[src/rtl/hazard_pkg.sv]
// rtl/hazard_pkg.sv - shared constants and helpers for the hazard scoreboard unit
//
// Purpose: default geometry of the hazard block, the "read register file"
// forward-select encoding, and a constant-evaluable clog2.
// Ports: none (package).
package hazard_pkg;

  localparam int FWD_SEL_RF  = 0;  // fwd_sel value meaning "take operand from register file"
  localparam int DEF_ADDR_W  = 5;
  localparam int DEF_NUM_FWD = 2;

  function automatic int clog2(input int value);
    int r;
    r = 0;
    while ((1 << r) < value) r++;
    return r;
  endfunction

endpackage

[src/rtl/hazard_scoreboard.sv]
// rtl/hazard_scoreboard.sv - pending-register array for long-latency results
//
// Purpose: one pending bit per architectural register, set on long-latency
// issue, cleared on writeback, wiped on kill; reports RAW/WAW hits for ID.
// Ports:
//   clk, rst_n         clock, asynchronous active-low reset
//   issue_i/_rd_i      long-latency op leaves EX, destination
//   done_i/_rd_i       long-latency result written back, destination
//   kill_i             drop all outstanding entries
//   rs_i, rs_used_i    ID source addresses and their read enables
//   rd_i, regwrite_i   ID destination and its write enable
//   pending_o          registered pending bits (bit 0 always 0)
//   hit_o              combinational RAW | WAW against pending bits
module hazard_scoreboard
  import hazard_pkg::*;
#(
  parameter int NUM_SRC = 2,
  parameter int ADDR_W  = DEF_ADDR_W
) (
  input  logic                      clk,
  input  logic                      rst_n,
  input  logic                      issue_i,
  input  logic [ADDR_W-1:0]         issue_rd_i,
  input  logic                      done_i,
  input  logic [ADDR_W-1:0]         done_rd_i,
  input  logic                      kill_i,
  input  logic [NUM_SRC*ADDR_W-1:0] rs_i,
  input  logic [NUM_SRC-1:0]        rs_used_i,
  input  logic [ADDR_W-1:0]         rd_i,
  input  logic                      regwrite_i,
  output logic [2**ADDR_W-1:0]      pending_o,
  output logic                      hit_o
);

  logic [2**ADDR_W-1:0] pending_q, pending_d;

  // Clear first so a same-register issue overrides the done; kill overrides all.
  always_comb begin
    pending_d = pending_q;
    if (done_i)  pending_d[done_rd_i]  = 1'b0;
    if (issue_i) pending_d[issue_rd_i] = 1'b1;
    if (kill_i)  pending_d = '0;
    pending_d[0] = 1'b0;  // x0 is never pending
  end

  always_ff @(posedge clk or negedge rst_n) begin
    if (!rst_n) pending_q <= '0;
    else        pending_q <= pending_d;
  end

  // Bit 0 is always 0, so x0 sources/destinations can never hit.
  always_comb begin
    hit_o = regwrite_i && pending_q[rd_i];
    for (int i = 0; i < NUM_SRC; i++) begin
      if (rs_used_i[i] && pending_q[rs_i[i*ADDR_W +: ADDR_W]]) hit_o = 1'b1;
    end
  end

  assign pending_o = pending_q;

endmodule

[src/rtl/hazard_scoreboard_unit.sv]
// rtl/hazard_scoreboard_unit.sv - EX forwarding, ID load-use and long-latency scoreboard stall
//
// Purpose: drives per-operand forward selects for EX and the ID stall that
// holds PC/IF-ID and bubbles ID/EX.
// Optional macro HAZARD_PERF_CNT_EN adds saturating stall_cycles and
// loaduse_cycles counters.
// Ports:
//   clk, rst_n                  clock, asynchronous active-low reset
//   ex_rs                       ID/EX source addresses (slice i = operand i)
//   fwd_regwrite, fwd_rd        per forwarding stage write enable / destination (0 = youngest)
//   fwd_sel                     per-operand select: 0 = regfile, k+1 = stage k
//   id_rs, id_rs_used           IF/ID sources and which are read
//   id_rd, id_regwrite          IF/ID destination and write enable
//   ex_memread, ex_rd           ID/EX load flag and destination
//   ll_issue/_rd, ll_done/_rd   long-latency issue / writeback
//   ll_kill                     flush all outstanding long-latency ops
//   stall                       load-use or scoreboard hazard
//   pending                     scoreboard bits
//   stall_cycles, loaduse_cycles  (HAZARD_PERF_CNT_EN only)
module hazard_scoreboard_unit
  import hazard_pkg::*;
#(
  parameter int NUM_SRC = 2,
  parameter int ADDR_W  = DEF_ADDR_W,
  parameter int NUM_FWD = DEF_NUM_FWD,
  parameter int SEL_W   = clog2(NUM_FWD + 1)  // derived; leave at default
) (
  input  logic                      clk,
  input  logic                      rst_n,
  input  logic [NUM_SRC*ADDR_W-1:0] ex_rs,
  input  logic [NUM_FWD-1:0]        fwd_regwrite,
  input  logic [NUM_FWD*ADDR_W-1:0] fwd_rd,
  output logic [NUM_SRC*SEL_W-1:0]  fwd_sel,
  input  logic [NUM_SRC*ADDR_W-1:0] id_rs,
  input  logic [NUM_SRC-1:0]        id_rs_used,
  input  logic [ADDR_W-1:0]         id_rd,
  input  logic                      id_regwrite,
  input  logic                      ex_memread,
  input  logic [ADDR_W-1:0]         ex_rd,
  input  logic                      ll_issue,
  input  logic [ADDR_W-1:0]         ll_issue_rd,
  input  logic                      ll_done,
  input  logic [ADDR_W-1:0]         ll_done_rd,
  input  logic                      ll_kill,
  output logic                      stall,
`ifdef HAZARD_PERF_CNT_EN
  output logic [31:0]               stall_cycles,
  output logic [31:0]               loaduse_cycles,
`endif
  output logic [2**ADDR_W-1:0]      pending
);

  logic load_use_hit;
  logic scoreboard_hit;

  // Scan oldest to youngest so the youngest matching stage overwrites last.
  always_comb begin
    fwd_sel = '0;
    for (int i = 0; i < NUM_SRC; i++) begin
      fwd_sel[i*SEL_W +: SEL_W] = SEL_W'(FWD_SEL_RF);
      for (int k = NUM_FWD - 1; k >= 0; k--) begin
        if (fwd_regwrite[k] &&
            (fwd_rd[k*ADDR_W +: ADDR_W] != '0) &&
            (fwd_rd[k*ADDR_W +: ADDR_W] == ex_rs[i*ADDR_W +: ADDR_W])) begin
          fwd_sel[i*SEL_W +: SEL_W] = SEL_W'(k + 1);
        end
      end
    end
  end

  always_comb begin
    load_use_hit = 1'b0;
    for (int i = 0; i < NUM_SRC; i++) begin
      if (ex_memread && (ex_rd != '0) && id_rs_used[i] &&
          (id_rs[i*ADDR_W +: ADDR_W] == ex_rd)) begin
        load_use_hit = 1'b1;
      end
    end
  end

  hazard_scoreboard #(
    .NUM_SRC (NUM_SRC),
    .ADDR_W  (ADDR_W)
  ) u_scoreboard (
    .clk        (clk),
    .rst_n      (rst_n),
    .issue_i    (ll_issue),
    .issue_rd_i (ll_issue_rd),
    .done_i     (ll_done),
    .done_rd_i  (ll_done_rd),
    .kill_i     (ll_kill),
    .rs_i       (id_rs),
    .rs_used_i  (id_rs_used),
    .rd_i       (id_rd),
    .regwrite_i (id_regwrite),
    .pending_o  (pending),
    .hit_o      (scoreboard_hit)
  );

  assign stall = load_use_hit | scoreboard_hit;

`ifdef HAZARD_PERF_CNT_EN
  logic [31:0] stall_cycles_q, stall_cycles_d;
  logic [31:0] loaduse_cycles_q, loaduse_cycles_d;

  // Saturate at all-ones rather than wrap.
  always_comb begin
    stall_cycles_d   = stall_cycles_q;
    loaduse_cycles_d = loaduse_cycles_q;
    if (stall && (stall_cycles_q != '1))          stall_cycles_d   = stall_cycles_q + 32'd1;
    if (load_use_hit && (loaduse_cycles_q != '1)) loaduse_cycles_d = loaduse_cycles_q + 32'd1;
  end

  always_ff @(posedge clk or negedge rst_n) begin
    if (!rst_n) begin
      stall_cycles_q   <= '0;
      loaduse_cycles_q <= '0;
    end else begin
      stall_cycles_q   <= stall_cycles_d;
      loaduse_cycles_q <= loaduse_cycles_d;
    end
  end

  assign stall_cycles   = stall_cycles_q;
  assign loaduse_cycles = loaduse_cycles_q;
`endif

endmodule

[config.mk]
export PLATFORM = sky130hd
export DESIGN_NAME = hazard_scoreboard_unit
export DESIGN_NICKNAME = d
export VERILOG_FILES = /design/src/rtl/hazard_pkg.sv /design/src/rtl/hazard_scoreboard.sv /design/src/rtl/hazard_scoreboard_unit.sv
export SDC_FILE = /design/constraint.sdc
export NUM_CORES = 1
export LEC_CHECK = 0
export CAP_MARGIN = 10
export CORE_ASPECT_RATIO = 0.8
export CORE_UTILIZATION = 41
export CTS_CLUSTER_DIAMETER = 200
export CTS_CLUSTER_SIZE = 20
export DETAILED_ROUTE_END_ITERATION = 8
export PLACE_DENSITY = 0.84
export SLEW_MARGIN = 20
export SYNTH_ARGS = -nofsm -noshare
export SYNTH_HDL_FRONTEND = slang
export SYNTH_SLANG_ARGS = --single-unit
[constraint.sdc]
create_clock -name clk -period 2.47 [get_ports clk]
set_clock_uncertainty 0.1 [all_clocks]
set_input_delay 0.494 -clock clk [delete_from_list [all_inputs] [get_ports clk]]
set_output_delay 0.494 -clock clk [all_outputs]
set_load 0.05 [all_outputs]
## Yosys cells after proc, flatten, opt, wreduce, memory -nomap -nowiden

Cells that the tools add are included.

| operators by class | value |
|---|---|
| add/subtract/negate cells | 0 |
| multipliers | 0 |
| divide/modulo/power cells | 0 |
| $lt $le $gt $ge | 7 |
| eq/ne operators | 6 |
| shifts and indexed selects | 0 |
| mux-type cells | 21 |
| bitwise gates (word level) | 4 |
| reduce and logical (&&, ||, !) cells | 19 |

Operators by type and width:

| cell | count |
|---|---|
| $mux W32 | 3 |
| $and A32 B32 Y32 | 1 |
| $not A32 Y32 | 1 |
| $or A32 B32 Y32 | 1 |
| $eq A5 B5 Y1 | 6 |
| $lt A5 B6 Y1 const B | 5 |
| $logic_and A1 B1 Y1 | 16 |
| $bmux W1 S5 | 3 |
| $reduce_bool A5 Y1 | 3 |
| $demux W1 S5 | 2 |
| $ge A5 B1 Y1 const B | 2 |
| $mux W1 | 9 |
| $mux W2 | 4 |
| $or A1 B1 Y1 | 1 |

| storage, ports and cells | value |
|---|---|
| flip-flop bits (word level) | 31 |
| latch bits | 0 |
| bits in writable memories | 0 |
| memory bits (read-only) | 0 |
| bits of input ports | 61 |
| output and inout bits | 37 |
| memories kept | 0 |

## Longest topological paths before layout

Gate-level depths: netlist (run 1).

| logic depth | value |
|---|---|
| depth after elaboration | 10 |
| gate-level depth with buffers | 7 |

## By module

From an unflattened synthesis (run 1), not the netlist that was laid out.

| unflattened totals | value |
|---|---|
| cell total of the unflattened synthesis | 281 |
| area total of the unflattened synthesis | 2660.1 µm² |

By module, submodules not included:

| module | times used | cells each | area an instance (µm²) |
|---|---|---|---|
| hazard_scoreboard | 1 | 232 | 2260.9 |
| hazard_scoreboard_unit | 1 | 49 | 399.1 |

## Worst setup path after synthesis (run 1)

No wires, ideal clock.

| timing path | value |
|---|---|
| path type | input to output |
| start point | input port fwd_rd[1] |
| end point | output port fwd_sel[1] |
| data arrival time | 3.071 ns |
| slack | -1.195 ns |
| stages on the path | 4 |
| cells stage by stage | or4_1 -> o21ai_0 -> nor4_1 -> nor4_1 |

| between the ends | value |
|---|---|
| cells in the longest elaborated chain, start to end | 4 |
| elaborated cells between the ends (all ways) | 5 |
| classes of those cells | 1 x eq/ne; 1 x mux; 3 x reduce/logical |

Ends and longest elaborated chain:

| what | RTL line | RTL |
|---|---|---|
| from (decl) | hazard_scoreboard_unit.sv:32 | `input logic [NUM_FWD*ADDR_W-1:0] fwd_rd,` |
| $reduce_bool A5 Y1 | hazard_scoreboard_unit.sv:63 | `(fwd_rd[k*ADDR_W +: ADDR_W] != '0) &&` |
| $logic_and A1 B1 Y1 | hazard_scoreboard_unit.sv:62 | `if (fwd_regwrite[k] &&` |
| $logic_and A1 B1 Y1 (*) | hazard_scoreboard_unit.sv:63 |  |
| $mux W2 (*) | hazard_scoreboard_unit.sv:62 |  |
| to (decl) | hazard_scoreboard_unit.sv:33 | `output logic [NUM_SRC*SEL_W-1:0] fwd_sel,` |

Mark *: on every way between the ends. The rest lies on a longest branch, timed or not.

## Worst setup path in the final report (run 1)

| timing path | value |
|---|---|
| start point | input port ex_rd[1] |
| end point | output port stall |

| between the ends | value |
|---|---|
| cells in the longest elaborated chain, start to end | 7 |
| elaborated cells between the ends (all ways) | 11 |
| classes of those cells | 2 x eq/ne; 2 x mux; 1 x bitwise; 6 x reduce/logical |

Ends and longest elaborated chain:

| what | RTL line | RTL |
|---|---|---|
| from (decl) | hazard_scoreboard_unit.sv:39 | `input logic [ADDR_W-1:0] ex_rd,` |
| $reduce_bool A5 Y1 | hazard_scoreboard_unit.sv:74 | `if (ex_memread && (ex_rd != '0) && id_rs_used[i] &&` |
| $logic_and A1 B1 Y1 (3 in series) | hazard_scoreboard_unit.sv:74 |  |
| $mux W1 | hazard_scoreboard_unit.sv:74 |  |
| $mux W1 (*) | hazard_scoreboard_unit.sv:74 |  |
| $or A1 B1 Y1 (*) | hazard_scoreboard_unit.sv:100 | `assign stall = load_use_hit \| scoreboard_hit;` |
| to (decl) | hazard_scoreboard_unit.sv:45 | `output logic stall,` |

Marked as above.

==> metrics.log, run 1 <==
INFO  metric drt_iter0_markers = 199
INFO  metric crit_fanout = 2
INFO  metric htree_num_levels = 2
INFO  metric die_area = 6930 sq um
INFO  metric antenna-diode-count = 0
INFO  metric tritonroute_pass_1_iters = 5
INFO  metric timing.critical_path.required = 1.88 ns
INFO  metric clock-sinks = 31
INFO  metric max_freq = 344 MHz
INFO  metric route.vias.total = 3,337
INFO  metric synthArstFlopShare = 100%
INFO  metric layout_min_cycle_time = 2.90 ns
INFO  metric setup_repair_after_global_routing_missed_its_margin = yes
INFO  metric initial_utilization = 42.4%
INFO  metric violated_checks = negative setup slack
INFO  metric leakage = 1.98 nW
INFO  metric final_core_util = 74.0%
INFO  metric synthesis.instances = 303
INFO  metric postSynth.topFlopCell = sky130_fd_sc_hd__dfrtp_1
INFO  metric syn-num-nets = 364
INFO  metric grt_antenna_before_repair = 0
INFO  metric drv.max_cap_violation_count = 0
INFO  metric layout_setup_ws = -0.433 ns
INFO  metric hpwlAfterDp = 8400 microns
INFO  metric mappedNetlistArea = 2710 sq um
INFO  metric cts.clk_slew.worst_paths = 0.06 ns
INFO  metric crit_arrival = 2.31 ns
INFO  metric post_synth_num_cell_types = 44
INFO  metric fillCellCount = 482
INFO  metric post_route_cells_drive_above_1_share = 37.9%
INFO  metric totalWireLength = 11,100 microns
INFO  metric postSynthAreaPerCell = 8.93 sq um
INFO  metric clkLatencyLatePin = 0.29 ns
INFO  metric dieHeight = 74.7 microns
INFO  metric final_common_cell = sky130_fd_sc_hd__buf_4
INFO  metric report.final.setup_viol = 3
INFO  metric synth_enable_flop_cells = 0
INFO  metric vias_per_cell = 5.85
INFO  metric grt_start_max_net_pins = 32
INFO  metric areaGrowthSynthToFinish = 74.4%
INFO  metric final-max-slew-violation-count = 0
INFO  metric grt_first_pass_wirelength = 16,500 microns
INFO  metric grt_overflow = 0
INFO  metric power = 1.47 mW
INFO  metric synth-warning-count = 0
INFO  metric numCtsBuffers = 5
INFO  metric max_slew.worst_pin.slew = 0.551 ns
INFO  metric run_status = finished, violations left
INFO  metric cts_tree = built
INFO  metric drtAntennaViolNets = 0
INFO  metric core_area = 6380 sq um
INFO  metric setup.worst_path.start_class = primary input
INFO  metric power.density = 312 nW/um^2
INFO  metric largest_reg_flops = 31
INFO  metric final_nets = 546
INFO  metric yosys_reg_bits = 31
INFO  metric critPathKind = primary input to output pin
INFO  metric weighted_congestion_reported_at_the_end_of_routability_driven_placement = 0.932
INFO  metric clock_root_buffer_master = sky130_fd_sc_hd__clkbuf_8
INFO  metric number_of_buffers_added_to_fix_hold_violations_after_cts = 0
INFO  metric cp-end-kind = output pin
INFO  metric final_cell_mix = 90 x sky130_fd_sc_hd__buf_4, 60 x sky130_fd_sc_hd__clkdlybuf4s50_1, 37 x sky130_fd_sc_hd__nand2_1
INFO  metric wl_per_cell = 19.5 microns
INFO  metric die_width = 92.8 microns
INFO  metric i_o_pin_total = 98
INFO  metric globalRouteTotalUtil = 31.1%
INFO  metric relSlewSlack = 63.1%
INFO  metric timing.hold.worst.class = primary input to async pin
INFO  metric first_global_vias = 3,292
INFO  metric timing_hold_violations_final = 0
INFO  metric post_route_clock_period_utilization = 118%
INFO  metric cts-root-to-sink-buffers = 2
INFO  metric max-vdd-ir-drop = 293 uV
INFO  metric yosysSeqAreaShare = 28.7%
INFO  metric io_buffer_count = 96
INFO  metric fp-row-count = 26
INFO  metric remaining_drc_errors = 0
cell usage after synthesis (4+ instances only):
master	count	area, sq um
sky130_fd_sc_hd__a2111oi_0	4	35.0
sky130_fd_sc_hd__a21oi_1	36	180
sky130_fd_sc_hd__buf_2	4	20.0
sky130_fd_sc_hd__clkbuf_1	6	22.5
sky130_fd_sc_hd__dfrtp_1	31	776
sky130_fd_sc_hd__inv_1	4	15.0
sky130_fd_sc_hd__mux2i_1	12	120
sky130_fd_sc_hd__mux4_2	12	270
sky130_fd_sc_hd__nand2_1	37	139
sky130_fd_sc_hd__nand3_1	11	55.1
sky130_fd_sc_hd__nand3b_1	7	52.6
sky130_fd_sc_hd__nand4_1	4	25.0
sky130_fd_sc_hd__nor2_1	7	26.3
sky130_fd_sc_hd__nor3b_1	6	45.0
sky130_fd_sc_hd__nor4_1	8	50.1
sky130_fd_sc_hd__o21ai_0	36	180
sky130_fd_sc_hd__or4_1	6	45.0
sky130_fd_sc_hd__xnor2_1	8	70.1
sky130_fd_sc_hd__xor2_1	22	193
logic make-up after synthesis:
group / count (synthesis) / share of synthesized area, %
xor gates and xnor gates: 30 / 9.71
AOI/OAI and AO/OA: 85 / 17.8
other: 1 / 0.139
DFF: 31 / 28.7
and+or+nand+nor: 107 / 21.7
muxes: 30 / 18.2
buffers and inverters: 19 / 3.79
metrics by stage:
stage | area (sq um) | instances | TNS [ns] | hold WS (ns) | setup WS (ns)
floorplan | 2830 | 303 | -0.265 | 0.0984 | -0.145
global placement | 4440 | 551 | -2.16 | 0.486 | -0.922
detailed placement | 4440 | 551 | -2.38 | 0.495 | -0.974
CTS | 4620 | 565 | -0.556 | 0.503 | -0.452
global route | 4720 | 570 | -0.593 | 0.548 | -0.489
finish | 4720 | 570 | -0.481 | 0.498 | -0.433
worst paths after layout:
check | start | to | slack, ns | cells after the start
worst min-delay path | rst_n | u_scoreboard.pending_o[13] | 0.50 | 2
max in group asynchronous | rst_n | u_scoreboard.pending_o[24] | 1.46 | 2
worst min register to register | u_scoreboard.pending_o[23] | u_scoreboard.pending_o[23] | 0.53 | 2
worst max-delay path | ex_rd[1] | stall | -0.43 | 6
worst max register to register | u_scoreboard.pending_o[7] | u_scoreboard.pending_o[7] | 1.36 | 4
min in group clk | u_scoreboard.pending_o[23] | u_scoreboard.pending_o[23] | 0.53 | 2
power by group:
group          internal [mW]  switching, mW
Clock                  0.254          0.191
Combinational          0.250          0.258
Sequential             0.514        0.00845
worst max-delay path, cell delays in order:
cell and delay [ns]:
sky130_fd_sc_hd__clkdlybuf4s50_1 0.43, sky130_fd_sc_hd__or4_4 0.50, sky130_fd_sc_hd__o21ai_2 0.12, sky130_fd_sc_hd__a21oi_1 0.06
sky130_fd_sc_hd__or4_4 0.54, sky130_fd_sc_hd__buf_8 0.17
timing repair:
action / 4_1_cts / 5_1_grt
buffers inserted: 6 / 5
pin swaps: 20 / 14
resized for setup: 81 / 47
endpoints found under the setup margin: 5 / 4
area by class of cell:
class,count,area [sq um],share of cell area (%)
Multi-Input combinational cell,253,2040,43.1
Timing Repair Buffer,190,1680,35.5
Sequential cell,31,788,16.7
Tap cell,84,105,2.23
Clock buffer,8,100,2.12
Inverter,4,15.0,0.318
metal layers:
layer | vias to the layer above | track usage [%] | share of wire (%)
met4 | 0 | 9.91 | 2.0
li1 | 1510 | - | -
met5 | - | 0 | 0
met3 | 28 | 5.76 | 8.6
met1 | 1588 | 41.3 | 41
met2 | 211 | 52.5 | 49
Power figures use the tool's default switching activity.
==> run 2, diff against run 1 <==
--- a/config.mk
+++ b/config.mk
@@ -12,6 +12,7 @@
 export CTS_CLUSTER_SIZE = 20
 export DETAILED_ROUTE_END_ITERATION = 8
 export PLACE_DENSITY = 0.84
+export SKIP_CTS_REPAIR_TIMING = 1
 export SLEW_MARGIN = 20
 export SYNTH_ARGS = -nofsm -noshare
 export SYNTH_HDL_FRONTEND = slang
==> run 2 against run 1 <==
Compared with the run above:
- the run still ends with negative setup slack left
- sequential share of layout area barely moved
- final area up 0.26%
- register-to-register slack about the same
- via count fell by 0.57%
- worst hold slack lost 0.0013 ns
- combinational power barely moved
- critical endpoint unchanged
- global-route usage down 0.74 points
- die area is the same
- core utilization up 0.20 points
- routed wire length up 0.13%
==> metrics.log, run 2 (same netlist as run 1, synthesis figures left out) <==
INFO  metric power.density = 311 nW/um^2 (was 312 nW/um^2)
INFO  metric areaGrowthSynthToFinish = 74.9% (was 74.4%)
INFO  metric first_global_vias = 3,224 (was 3,292)
INFO  metric cts_tree = built (unchanged)
INFO  metric max-vdd-ir-drop = 294 uV (was 293 uV)
INFO  metric final_cell_mix = 88 x sky130_fd_sc_hd__buf_4, 64 x sky130_fd_sc_hd__clkdlybuf4s50_1, 37 x sky130_fd_sc_hd__nand2_1 (was 90 x sky130_fd_sc_hd__buf_4, 60 x sky130_fd_sc_hd__clkdlybuf4s50_1, 37 x sky130_fd_sc_hd__nand2_1)
INFO  metric max_freq = 335 MHz (was 344 MHz)
INFO  metric layout_setup_ws = -0.513 ns (was -0.433 ns)
INFO  metric report.final.setup_viol = 3 (unchanged)
INFO  metric timing.critical_path.required = 1.88 ns (about the same)
INFO  metric wl_met3 = 969 microns (was 958 microns)
INFO  metric violated_checks = negative setup slack (unchanged)
INFO  metric vias_per_cell = 5.84 (was 5.85)
INFO  metric crit-reg2reg-launch = u_scoreboard.pending_o[7] (unchanged)
INFO  metric layout_min_cycle_time = 2.98 ns (was 2.90 ns)
INFO  metric area_used_by_multi_input_combinational_logic = 1990 sq um (was 2040 sq um)
INFO  metric grt_antenna_before_repair = 0 (unchanged)
INFO  metric final_common_cell = sky130_fd_sc_hd__buf_4 (unchanged)
INFO  metric max_slew.worst_pin.slew = 0.551 ns (about the same)
INFO  metric htree_num_levels = 2 (unchanged)
INFO  metric antenna-diode-count = 0 (unchanged)
INFO  metric drv.max_cap_violation_count = 0 (unchanged)
INFO  metric timing.hold.worst.class = primary input to async pin (unchanged)
INFO  metric die_width = 92.8 microns (unchanged)
INFO  metric crit_fanout = 2 (unchanged)
INFO  metric cts.clk_slew.worst_paths = 0.06 ns (about the same)
INFO  metric register_area = 788 sq um (unchanged)
INFO  metric fillCellCount = 475 (was 482)
INFO  metric dr.max_layer_used = met4 (unchanged)
INFO  metric r2r.worst_path.cells = 4 (unchanged)
INFO  metric final_nets = 544 (was 546)
INFO  metric setup_repair_after_global_routing_missed_its_margin = yes (unchanged)
INFO  metric totalWireLength = 11,100 microns (about the same)
INFO  metric i_o_pin_total = 98 (unchanged)
INFO  metric regToRegEndpoint = u_scoreboard.pending_o[7] (unchanged)
INFO  metric fin_worst_hold_slack = 0.497 ns (was 0.498 ns)
INFO  metric core_area = 6380 sq um (unchanged)
INFO  metric route.vias.total = 3,318 (was 3,337)
INFO  metric fp-row-count = 26 (unchanged)
INFO  metric crit_path_start = ex_rd[3] (was ex_rd[1])
INFO  metric post_route_cells_drive_above_1_share = 34.7% (was 37.9%)
INFO  metric critPathKind = primary input to output pin (unchanged)
INFO  metric wl_per_cell = 19.6 microns (was 19.5 microns)
INFO  metric r2r_setup_slack = 1.36 ns (about the same)
INFO  metric timing_hold_violations_final = 0 (unchanged)
INFO  metric globalRouteTotalUtil = 30.4% (was 31.1%)
INFO  metric hpwlAfterDp = 8400 microns (unchanged)
INFO  metric dr_wl_met2 = 5410 microns (was 5390 microns)
INFO  metric setup.worst_path.start_class = primary input (unchanged)
INFO  metric grt_first_pass_wirelength = 16,200 microns (was 16,500 microns)
INFO  metric grt_start_max_net_pins = 32 (unchanged)
INFO  metric wl_met1 = 4520 microns (about the same)
INFO  metric cp-end-kind = output pin (unchanged)
INFO  metric clock-sinks = 31 (unchanged)
INFO  metric crit_arrival = 2.39 ns (was 2.31 ns)
INFO  metric relSlewSlack = 63.2% (was 63.1%)
INFO  metric initial_utilization = 42.4% (unchanged)
INFO  metric die_area = 6930 sq um (unchanged)
INFO  metric clock_root_buffer_master = sky130_fd_sc_hd__clkbuf_8 (unchanged)
INFO  metric cts-root-to-sink-buffers = 2 (unchanged)
INFO  metric remaining_drc_errors = 0 (unchanged)
INFO  metric clkLatencyLatePin = 0.28 ns (was 0.29 ns)
INFO  metric run_status = finished, violations left (unchanged)
INFO  metric tritonroute_pass_1_iters = 5 (unchanged)
INFO  metric final-max-slew-violation-count = 0 (unchanged)
INFO  metric io_buffer_count = 96 (unchanged)
INFO  metric leakage = 2.08 nW (was 1.98 nW)
INFO  metric drtAntennaViolNets = 0 (unchanged)
INFO  metric largest_reg_flops = 31 (unchanged)
INFO  metric weighted_congestion_reported_at_the_end_of_routability_driven_placement = 0.932 (unchanged)
INFO  metric grt_overflow = 0 (unchanged)
INFO  metric dieHeight = 74.7 microns (unchanged)
INFO  metric numCtsBuffers = 5 (unchanged)
INFO  metric post_route_clock_period_utilization = 121% (was 118%)
INFO  metric drt_iter0_markers = 263 (was 199)
INFO  metric setup_total_negative_slack = -0.603 ns (was -0.481 ns)
==> run 2: changes by cell type in the layout (fill, tap and decap cells not counted), moves of 3 or more <==
| cell | delta |
|---|---|
| sky130_fd_sc_hd__clkdlybuf4s15_1 | -3 |
| sky130_fd_sc_hd__clkdlybuf4s50_1 | +4 |
| sky130_fd_sc_hd__dlymetal6s2s_1 | +16 |
| sky130_fd_sc_hd__clkbuf_2 | -4 |
| sky130_fd_sc_hd__buf_6 | -3 |
| sky130_fd_sc_hd__buf_2 | -3 |
| sky130_fd_sc_hd__dlygate4sd2_1 | -7 |
==> run 2: per-layer routing <==
layer / vias up / GRT usage, %
met5: - / 0
met3: 24 / 4.95
met2: 216 / 52.0
met4: 0 / 9.06
li1: 1496 / -
met1: 1582 / 40.3
==> run 2: final cells by class <==
class,instances,area share (%)
clock buffer,8,2.11
inverter,4,0.317
multi-input combinational,253,42.1
sequential,31,16.7
tap,84,2.22
timing repair buffer,188,36.6
==> run 2: worst max-delay path by stage <==
| stage | endpoint | depth (start not counted) | slack, ns |
|---|---|---|---|
| after global routing | stall | 6 | -0.53 |
| after CTS | stall | 7 | -0.97 |
| after detailed placement | stall | 7 | -0.97 |
| after global placement | stall | 7 | -0.92 |
| after floorplan | stall | 7 | -0.14 |
| final | stall | 6 | -0.51 |
==> run 2: report_power, final <==
part | switching (mW) | leakage, nW | internal [mW]
Clock | 0.190 | 0.0515 | 0.254
Sequential | 0.00871 | 0.415 | 0.514
Combinational | 0.256 | 1.61 | 0.250
==> run 2: per-stage QoR <==
step | instance area, sq um | utilization [%] | std cells | power (mW) | worst slack, ns
after floorplan | 2830 | - | 303 | 0.743 | -0.145
after global placement | 4440 | 69.6 | 551 | 0.996 | -0.922
after detailed placement | 4440 | 69.6 | 551 | 1.01 | -0.974
after CTS | 4540 | 71.2 | 559 | 1.45 | -0.974
after global routing | 4730 | 74.2 | 568 | 1.52 | -0.534
final | 4730 | 74.2 | 568 | 1.47 | -0.513
==> run 2: critical path: stages <==
cell	delay, ns
sky130_fd_sc_hd__clkdlybuf4s50_1	0.42
sky130_fd_sc_hd__or4_1	0.55
sky130_fd_sc_hd__o21ai_1	0.19
sky130_fd_sc_hd__a21oi_1	0.08
sky130_fd_sc_hd__or4_4	0.49
sky130_fd_sc_hd__buf_8	0.17
==> edit (config.mk and constraints of run 2) <==
`NUM_SRC` is set to 2 in 2 places; all go to 1.
--- a/src/rtl/hazard_scoreboard.sv
+++ b/src/rtl/hazard_scoreboard.sv
@@ -14,7 +14,7 @@
 module hazard_scoreboard
   import hazard_pkg::*;
 #(
-  parameter int NUM_SRC = 2,
+  parameter int NUM_SRC = 1,
   parameter int ADDR_W  = DEF_ADDR_W
 ) (
   input  logic                      clk,
--- a/src/rtl/hazard_scoreboard_unit.sv
+++ b/src/rtl/hazard_scoreboard_unit.sv
@@ -20,7 +20,7 @@
 module hazard_scoreboard_unit
   import hazard_pkg::*;
 #(
-  parameter int NUM_SRC = 2,
+  parameter int NUM_SRC = 1,
   parameter int ADDR_W  = DEF_ADDR_W,
   parameter int NUM_FWD = DEF_NUM_FWD,
   parameter int SEL_W   = clog2(NUM_FWD + 1)  // derived; leave at default
Ports: changed (resized ex_rs, fwd_sel, id_rs and id_rs_used); port bits go from 98 to 85. The function was not compared with the original's and may differ.
==> edit against run 2 <==
The flow still finishes with violations (setup timing); count of clock-buffer cells in the layout down 1; die area down 19%; critical path depth down 1; routed wire length down 25%; final area down 25%; worst hold slack about the same; clock power down 18%; area after synthesis down 19%; final cell count down 25%; register-to-register slack better by 0.10 ns; sequential cell count unchanged; setup slack better by 0.32 ns; power down 17%; critical path type is now register to output pin.
==> edit: results (changes against run 2) <==
- Setup slack after layout: -0.1901 ns (+0.3227 ns)
- GRT Total Usage: 29.06% (-1.3 points)
- Top delay family on crit path: multiplexers
- First-pass GRT wire length: 12640 µm (-22%)
- Antenna cells: 0 (unchanged)
- CP endpoint: stall
- Initial antenna violation count: 0 (unchanged)
- CTS Buffer Depth: 2 (unchanged)
- Final net count: 416 (-24%)
- Yosys cell types: 36 (-18%)
- Routed vias: 2607 (-21%)
- Mapped Nets: 298 (-18%)
- Outcome: finished, violations left
- Vias in the first global route: 2512 (-22%)
- IO buf count: 83 (-14%)
- Leading register cell type out of synthesis: dfrtp_1
- CP arrival: 2.07 ns (-0.32 ns)
- HPWL Detailed: 6251 µm (-26%)
- Routed length per instance: 19.50 µm (-0.30%)
- Placer congestion estimate: 0.9427 (+1.1%)
- Ranking of synthesized cells by area: dfrtp_1 (35%), a21oi_1 (7.8%), o21ai_0 (7.3%)
- Critical R2R Launch: u_scoreboard.pending_o[15]$_DFF_PN0_
- Slew HR: 64.64% (+1.5 points)
- Register area share after synthesis: 35.45% (+6.8 points)
- Later-pin clock latency in the skew report: 0.28 ns (about the same)
- R2R setup slack: 1.46 ns (+0.10 ns)
- FF-to-FF End: u_scoreboard.pending_o[15]$_DFF_PN0_
- Max reg flops: 31 (unchanged)
- Worst min-delay path category: input port to asynchronous set/reset pin
- Layout cells sized above 1: 19.67% (-15 points)
- Pre-CTS WS: -0.6351 ns (+0.3387 ns)
- Top cells by count, synth: nand2_1 (39), a21oi_1 (34), o21ai_0 (32)
- Type of origin of the critical path: register
- Setup violators final: 1 (-2)
- LEAKAGE: 1.523 nW (-27%)
- Iteration-0 DRC Markers: 241 (-8.4%)
- Synth async-reset ratio: 100.0% (unchanged)
- Dpl cell area: 3346 µm² (-25%)
- Sum Neg Setup Slack: -0.1901 ns (+0.4130 ns)
- Total CTS buffers: 5 (unchanged)
- Failing checks: setup timing
- Critical-path cell with the highest stage delay: mux4_2
- DR vias/cell: 6.091 (+4.3%)
- Worst VDD drop: 261.7 µV (-11%)
- CP Max Fanout: 2 (unchanged)
- R2R cell count: 3 (-1)
- Worst path max stage delay: 0.48 ns (-0.07 ns)
[edit: cell count changes in the layout (fill, tap and decap cells not counted), moves of 5 or more]
cell,change
or4_4,-5
dfrtp_2,-9
dfrtp_1,+9
dlymetal6s2s_1,-7
xor2_1,-12
nand3_1,-5
mux4_2,-8
buf_4,-55
[edit: layer usage]
layer	track usage [%]	part of all wire [%]
met1	37.76	40
met2	47.05	47
met3	8.924	11
met4	9.322	2.4
met5	0	0
[edit: layout make-up]
class	instances	area [µm²]
sequential	31	777.0
clock buffer	7	76.32
multi-input combinational	206	1418
fill	386	1521
inverter	1	3.754
tap	62	77.57
timing repair buffer	121	1191
[edit: worst min path at each step]
stage	slack (ns)	startpoint	to
CTS	0.50	rst_n	u_scoreboard.pending_o[13]$_DFF_PN0_
floorplan	0.1	rst_n	u_scoreboard.pending_o[10]$_DFF_PN0_
global route	0.53	u_scoreboard.pending_o[26]$_DFF_PN0_	u_scoreboard.pending_o[26]$_DFF_PN0_
detailed placement	0.49	u_scoreboard.pending_o[25]$_DFF_PN0_	u_scoreboard.pending_o[25]$_DFF_PN0_
finish	0.50	rst_n	u_scoreboard.pending_o[17]$_DFF_PN0_
global placement	0.48	u_scoreboard.pending_o[30]$_DFF_PN0_	u_scoreboard.pending_o[30]$_DFF_PN0_
[edit: logic make-up (layout without fill, tap and decap cells)]
group                  count (synthesis)  after routing  synth area share (%)
buffers and inverters                 11            129                 2.573
AO/OA/AOI/OAI                         80             80                 20.30
other                                  1              1                0.1714
flip-flops                            31             31                 35.45
XOR/XNOR                              12             12                 4.803
AND/OR/NAND/NOR                       91             91                 21.56
multiplexers                          22             22                 15.15
[edit: through the flow]
stage	power, W	cells
floorplan	0.0006641	248
global placement	0.0008341	420
detailed placement	0.0008421	420
CTS	0.001208	427
global route	0.001264	428
finish	0.001218	428
[edit: where the power goes]
| group | internal (W) | switching (W) | total [W] |
|---|---|---|---|
| Clock | 0.000193 | 0.000174 | 0.000367 |
| Sequential | 0.000514 | 0.00000606 | 0.000520 |
| Combinational | 0.000158 | 0.000173 | 0.000331 |
[edit: worst reg2reg max path: stages, from the launching register on]
cell and delay [ns]:
dfrtp_2 0.42, buf_4 0.17, o21ai_0 0.09, a21oi_1 0.10
